--- src/rtl/queue_pkg.sv ---
// Shared types and default sizing for the receive byte queue.
// No logic, no latency, no flow control.
package queue_pkg;

    typedef enum logic {
        Q_IDLE = 1'b0,
        Q_ACK  = 1'b1
    } queue_state_t;

    localparam int QUEUE_WIDTH = 8;
    localparam int QUEUE_DEPTH = 8;

endpackage

--- src/rtl/queue_storage.sv ---
// DEPTH x WIDTH register array: synchronous write, registered read (1 cycle).
// No backpressure; the caller guarantees only legal reads and writes.
module queue_storage
    import queue_pkg::*;
#(
    parameter int WIDTH = QUEUE_WIDTH,
    parameter int DEPTH = QUEUE_DEPTH,
    parameter int AW    = $clog2(DEPTH)
) (
    input  logic             clk_i,
    input  logic             rst_i,
    input  logic             we_i,
    input  logic [AW-1:0]    waddr_i,
    input  logic [WIDTH-1:0] wdata_i,
    input  logic             re_i,
    input  logic [AW-1:0]    raddr_i,
    output logic [WIDTH-1:0] rdata_o
);

    logic [WIDTH-1:0] mem_q [DEPTH];
    logic [WIDTH-1:0] rdata_q;

    // Array contents are deliberately left out of reset.
    always_ff @(posedge clk_i) begin
        if (we_i) begin
            mem_q[waddr_i] <= wdata_i;
        end
    end

    always_ff @(posedge clk_i) begin
        if (rst_i) begin
            rdata_q <= '0;
        end else if (re_i) begin
            rdata_q <= mem_q[raddr_i];
        end
    end

    assign rdata_o = rdata_q;

endmodule

--- src/rtl/byte_queue.sv ---
// Receive byte FIFO behind the deserializer; write and pop each take effect 1 cycle later.
// Backpressure: ack_out is withheld while full, so the deserializer holds its byte.
module byte_queue
    import queue_pkg::*;
#(
    parameter int WIDTH = QUEUE_WIDTH,
    parameter int DEPTH = QUEUE_DEPTH,
    parameter int LEN_W = $clog2(DEPTH + 1)
) (
    input  logic             clock_10KHZ,
    input  logic             reset,
    input  logic [WIDTH-1:0] data_in,
    input  logic             enqueue_in,
    output logic             ack_out,
    input  logic             dequeue_in,
    output logic [WIDTH-1:0] data_out,
    output logic             data_valid_out,
    output logic [LEN_W-1:0] len_out,
    output logic             full_out,
    output logic             empty_out,
    output logic             EA_queue
);

    localparam int PTR_W = $clog2(DEPTH);

    queue_state_t     state_q, state_d;
    logic [PTR_W-1:0] wr_ptr_q, wr_ptr_d;
    logic [PTR_W-1:0] rd_ptr_q, rd_ptr_d;
    logic [LEN_W-1:0] len_q, len_d;
    logic             full_q, empty_q;
    logic             dvalid_q;
    logic             wr_en;
    logic             rd_en;

    // One write per data_ready assertion: the write happens only on the IDLE->ACK step.
    always_comb begin
        state_d = state_q;
        wr_en   = 1'b0;
        case (state_q)
            Q_IDLE: begin
                if (enqueue_in && !full_q) begin
                    wr_en   = 1'b1;
                    state_d = Q_ACK;
                end
            end
            Q_ACK: begin
                if (!enqueue_in) begin
                    state_d = Q_IDLE;
                end
            end
            default: state_d = Q_IDLE;
        endcase
    end

    always_ff @(posedge clock_10KHZ) begin
        if (reset) begin
            state_q <= Q_IDLE;
        end else begin
            state_q <= state_d;
        end
    end

    assign rd_en    = dequeue_in && !empty_q;
    assign wr_ptr_d = wr_ptr_q + PTR_W'(wr_en);
    assign rd_ptr_d = rd_ptr_q + PTR_W'(rd_en);
    assign len_d    = len_q + LEN_W'(wr_en) - LEN_W'(rd_en);

    // Flags come from len_d so they stay coherent with len_out every cycle.
    always_ff @(posedge clock_10KHZ) begin
        if (reset) begin
            wr_ptr_q <= '0;
            rd_ptr_q <= '0;
            len_q    <= '0;
            full_q   <= 1'b0;
            empty_q  <= 1'b1;
            dvalid_q <= 1'b0;
        end else begin
            wr_ptr_q <= wr_ptr_d;
            rd_ptr_q <= rd_ptr_d;
            len_q    <= len_d;
            full_q   <= (len_d == LEN_W'(DEPTH));
            empty_q  <= (len_d == '0);
            dvalid_q <= rd_en;
        end
    end

    queue_storage #(
        .WIDTH (WIDTH),
        .DEPTH (DEPTH),
        .AW    (PTR_W)
    ) u_storage (
        .clk_i   (clock_10KHZ),
        .rst_i   (reset),
        .we_i    (wr_en),
        .waddr_i (wr_ptr_q),
        .wdata_i (data_in),
        .re_i    (rd_en),
        .raddr_i (rd_ptr_q),
        .rdata_o (data_out)
    );

    assign ack_out        = (state_q == Q_ACK);
    assign EA_queue       = state_q;
    assign data_valid_out = dvalid_q;
    assign len_out        = len_q;
    assign full_out       = full_q;
    assign empty_out      = empty_q;

endmodule

--- config.mk ---
export PLATFORM = sky130hd
export DESIGN_NAME = byte_queue
export DESIGN_NICKNAME = d
export VERILOG_FILES = /design/src/rtl/queue_pkg.sv /design/src/rtl/queue_storage.sv /design/src/rtl/byte_queue.sv
export SDC_FILE = /design/constraint.sdc
export NUM_CORES = 1
export LEC_CHECK = 0
export CORE_AREA = 2 2 104 106
export DETAILED_ROUTE_END_ITERATION = 7
export DIE_AREA = 0 0 106 108
export GPL_ROUTABILITY_DRIVEN = 0
export PLACE_DENSITY = 0.54
export SLEW_MARGIN = 10
export SYNTH_ARGS = -nofsm -noshare
export SYNTH_HDL_FRONTEND = slang
export SYNTH_SLANG_ARGS = --single-unit
--- constraint.sdc ---
create_clock -name clock_10KHZ -period 2.67 [get_ports clock_10KHZ]
set_clock_uncertainty 0.15 [all_clocks]
set_input_delay 0.534 -clock clock_10KHZ [delete_from_list [all_inputs] [get_ports clock_10KHZ]]
set_output_delay 0.534 -clock clock_10KHZ [all_outputs]
set_load 0.02 [all_outputs]
==> metrics list, run 1 <==
- TritonCTS buffer count: 9
* Most used standard cells in the synthesized netlist: sky130_fd_sc_hd__edfxtp_1, sky130_fd_sc_hd__mux2i_1, sky130_fd_sc_hd__dfxtp_1, sky130_fd_sc_hd__nor2_1, sky130_fd_sc_hd__a22oi_1
- For this block, the via count after detailed routing is about 1900.
* Kind of cell adding the most delay to the critical path: adder cells
* DR DRC count: 0
* Portion of the clock cycle consumed by the worst path in the final layout: around 94%
- For this block, the initial DRC count from the detailed router was 73.
- After clock tree synthesis, the flow added hold-fix buffers numbering 0.
* Cell area after synthesis: roughly 0.0034 mm^2
* Final Slew Violations: 0
- Syn_nets: around 250
- Measured against its own limit, the worst slew margin works out to 50.5%.
- Met1 wire length: between 3000 and 4000 um
* Unrepaired setup endpoints after global routing: no
* Endpoints failing hold: 0
* Combinational group share of total power: between 20% and 30%
- Die Footprint: between 0.01 and 0.015 mm^2
- The multi-input combinational cells in the finished layout cover a total of 952 um^2.
- Core box area: just over 0.01 mm^2
- Internal power comes to 2410 uW.
- After clock tree synthesis, the setup repair step added 0 buffers.
- The worst register-to-register path has a setup slack of approximately 460 ps.
* Length of the first detailed-routing pass in iterations: 4
- Clock transition at the registers of the reported paths: roughly 80 ps
- The cell count after synthesis came out at 228.
- Wire per inst: 15.9 um
- Global routing usage summed across all routing layers: approximately an eighth
- The initial utilization of the core area, before any placement, comes to 33.7%.
- Per report_power, the clock group accounts for 25.0% of the total.
* Min Hold Slack: 380 ps
- Wire length of the first global-routing pass: between 10000 and 15000 um
- The worst setup path is launched from an input port.
- Measured along the x axis, the die boundary spans about 110 um.
- Areal power density over the cells: 816 mW/mm^2
- Maximum cell stage delay along the critical path: around 470 ps
- Registers are responsible for between 40% and 50% of the overall power.
* Final Critical Period: approximately 2500 ps
* Number of placed cells counting well taps: slightly above 400
* Number of antenna violations at the first check in global routing: 0
* Maximum clock path buffer count: 2
- Post-synth top flop: sky130_fd_sc_hd__edfxtp_1
* Leakage power summed over all cells: between 0.001 and 0.0015 uW
- Measured along the y axis, the die boundary spans around 110 um.
- Clock latency on the worst-skew pair, taken at its later pin, is about 340 ps.
- Post-synthesis area per instance: between 15 and 20 um^2
- Critical path buffer and inverter count: 4
- Summed over its instances, the top area cell type makes up about 56% of the synthesized netlist area.
- Entering global routing, the biggest net connects 23 pins.
- Wires add up to 6670 um.
- Overall Power: 3390 uW
- Synthesis-stage register bit count: 86
* Depth of the CTS H-tree: 3
- Nature of the critical path endpoint: register
- Row generation in the floorplan step produced 37 rows.
* Maximum fanout along the worst path: 3
- Count of non-filler cells in the finished layout: between 400 and 500
- Tightest Hold Check Type: reg -> reg
- Top-count cell post-synth: sky130_fd_sc_hd__edfxtp_1
- Crit Path Class: in -> reg
- For this run the aggregate overflow at the end of global routing stands at 0.
- Register cell area after layout: between 0.002 and 0.0025 mm^2
* Filler Cells Inserted: 932
- Critical Path AT: roughly 2600 ps
* Setup violations, final: 0
- Library cell used as clock root buffer: sky130_fd_sc_hd__clkbuf_8
- For this design the top-level I/O count stands at 29.
- After detailed routing, the met2 layer carries between 3000 and 4000 um of wire.
* Fraction of final layout cells sized beyond drive strength 1: between 15 and 20%
- For the worst setup path, the data required time is ~2800 ps.
- Vias per std cell: between 4 and 5
* Number of buffers inserted by port buffering: 28
- For this design, the slowest cell found on the critical path is sky130_fd_sc_hd__clkdlybuf4s50_1.
- Count of nets left with antenna violations after detail routing: 0
* Area growth from synthesis to layout: 20.6%
- TritonCTS built the clock tree.
* Switching component of the power: 982 uW
- The wire-length estimate of the detail-placed layout is around 4500 um.
* Cell breakdown of the critical path: clkdlybuf4s50_1, nor3b_2, inv_1, ha_1, inv_1, ha_1, inv_1, fa_1, xor2_1, nand3_1, nor3_1
* Count of warnings emitted by yosys: 0
- Worst path setup slack after routing: between 150 and 200 ps
* Share of synthesized flip-flops with an asynchronous set or reset: 0%
* CP most frequent cell: sky130_fd_sc_hd__inv_1
- Maximum capacitance violations: 0
* Actual transition at the worst max-transition pin: about 740 ps
- Of the synthesized area, sequential elements account for 68.6%.
- In this run, post-CTS repair resized a total of 0 instances.
- The number of antenna diodes in the final layout is 0.
- Net switching is between 20% and 30% of the power.
* Top Layer Used: met4
- IR analysis of the VDD net gives a maximum drop of around 0.25 mV.
- The number of global-route vias before repair was slightly below 2000.
* Achievable clock frequency: approximately 400 MHz
* Placement Setup Slack: -199 ps
* Result of the run: completed
- For this run, the post-layout net count is ~300.
- Met3 routed wirelength: approximately 230 um
* Main area contributors after synthesis: sky130_fd_sc_hd__edfxtp_1, sky130_fd_sc_hd__dfxtp_1, sky130_fd_sc_hd__mux2i_1
- Yosys top cell by area: sky130_fd_sc_hd__edfxtp_1
* Number of distinct library cell variants in the gate-level netlist after synthesis: 30
* CTS sink cnt: 86
* Post-synth EDFFs: 64
==> routing by layer <==
metal	GRT usage, %	vias up
met3	3.01	6
met1	16.3	938
met4	5.36	0
met5	0	-
li1	-	937
met2	20.1	36
==> sequential cells by signal, indices dropped and copies added, names as in the netlist <==
register	flops
u_storage.mem_q	64
u_storage.rdata_o	8
len_out	4
rd_ptr_q	3
wr_ptr_q	3
EA_queue	1
data_valid_out	1
empty_out	1
full_out	1
==> metrics by stage <==
step / utilization [%] / setup TNS [ps] / area (um^2)
4_1_cts: 40.6 / 0 / 4160
5_1_grt: 40.6 / 0 / 4160
3_3_place_gp: 38.8 / -304 / 3970
6_report: 40.6 / 0 / 4160
3_5_place_dp: 38.8 / -414 / 3970
2_1_floorplan: - / 0 / 3450
==> tightest hold or removal path, stage by stage (launching register included) <==
cell and delay [ps]:
sky130_fd_sc_hd__dfxtp_1 310, sky130_fd_sc_hd__nor2_1 120, sky130_fd_sc_hd__nor3_2 50
==> final timing paths <==
check / from / end / cells after the start
hold reg to reg: u_storage.rdata_o[5]$_SDFFE_PP0P_ / u_storage.rdata_o[5]$_SDFFE_PP0P_ / 2
hold / removal: u_storage.rdata_o[5]$_SDFFE_PP0P_ / u_storage.rdata_o[5]$_SDFFE_PP0P_ / 2
setup / recovery: enqueue_in / full_out$_SDFF_PP0_ / 11
setup reg to reg: EA_queue$_SDFF_PP0_ / full_out$_SDFF_PP0_ / 10
==> final cells by class <==
class / instances / area share, %
flip-flops and latches: 86 / 56.9
well taps: 136 / 4.10
repair buffers: 50 / 11.0
inverters: 8 / 0.723
clock buffers: 11 / 3.16
clock inverters: 5 / 1.20
multi-input cells: 123 / 22.9
==> power by group through the flow <==
stage,Clock (uW),Combinational [uW],Sequential (uW)
after global routing,937,966,1680
final,848,880,1660
after global placement,0,880,1690
after floorplan,0,560,1730
after detailed placement,0,890,1700
after CTS,870,893,1670
==> layout by cell type, fill, tap and decap left out, types with 2 or more instances in the layout <==
cell type / synthesis / routed
sky130_fd_sc_hd__nand2b_1: 4 / 4
sky130_fd_sc_hd__a21oi_1: 9 / 9
sky130_fd_sc_hd__edfxtp_1: 64 / 64
sky130_fd_sc_hd__nor2b_1: 7 / 7
sky130_fd_sc_hd__clkinv_1: 1 / 3
sky130_fd_sc_hd__nor3_2: 8 / 8
sky130_fd_sc_hd__inv_1: 7 / 7
sky130_fd_sc_hd__mux2i_1: 32 / 32
sky130_fd_sc_hd__xnor2_1: 3 / 3
sky130_fd_sc_hd__nor3_1: 3 / 3
sky130_fd_sc_hd__buf_4: 1 / 21
sky130_fd_sc_hd__dfxtp_1: 22 / 21
sky130_fd_sc_hd__clkbuf_1: 0 / 2
sky130_fd_sc_hd__xor2_1: 2 / 2
sky130_fd_sc_hd__nor2_1: 22 / 22
sky130_fd_sc_hd__clkbuf_8: 0 / 9
sky130_fd_sc_hd__a22oi_1: 16 / 16
sky130_fd_sc_hd__ha_1: 8 / 8
sky130_fd_sc_hd__nand2_1: 2 / 2
sky130_fd_sc_hd__clkdlybuf4s50_1: 0 / 28
==> cells by family after synthesis <==
family	count (synthesis)	synth area share (%)
DFF	86	68.6
and+or+nand+nor	50	8.28
xor gates and xnor gates	5	1.27
AOI/OAI and AO/OA	27	5.30
buffers and inverters	19	3.81
muxes	32	9.30
adders and majority gates	9	3.49
Power figures use the tool's default switching activity.
==> inputs of run 2 (changes only) <==
--- a/config.mk
+++ b/config.mk
@@ -5,6 +5,7 @@
 export SDC_FILE = /design/constraint.sdc
 export NUM_CORES = 1
 export LEC_CHECK = 0
+export CAP_MARGIN = 10
 export CORE_AREA = 2 2 104 106
 export DETAILED_ROUTE_END_ITERATION = 7
 export DIE_AREA = 0 0 106 108
==> results of run 2 <==
The final DEF is identical to that of run 1; final timing and power are the same.
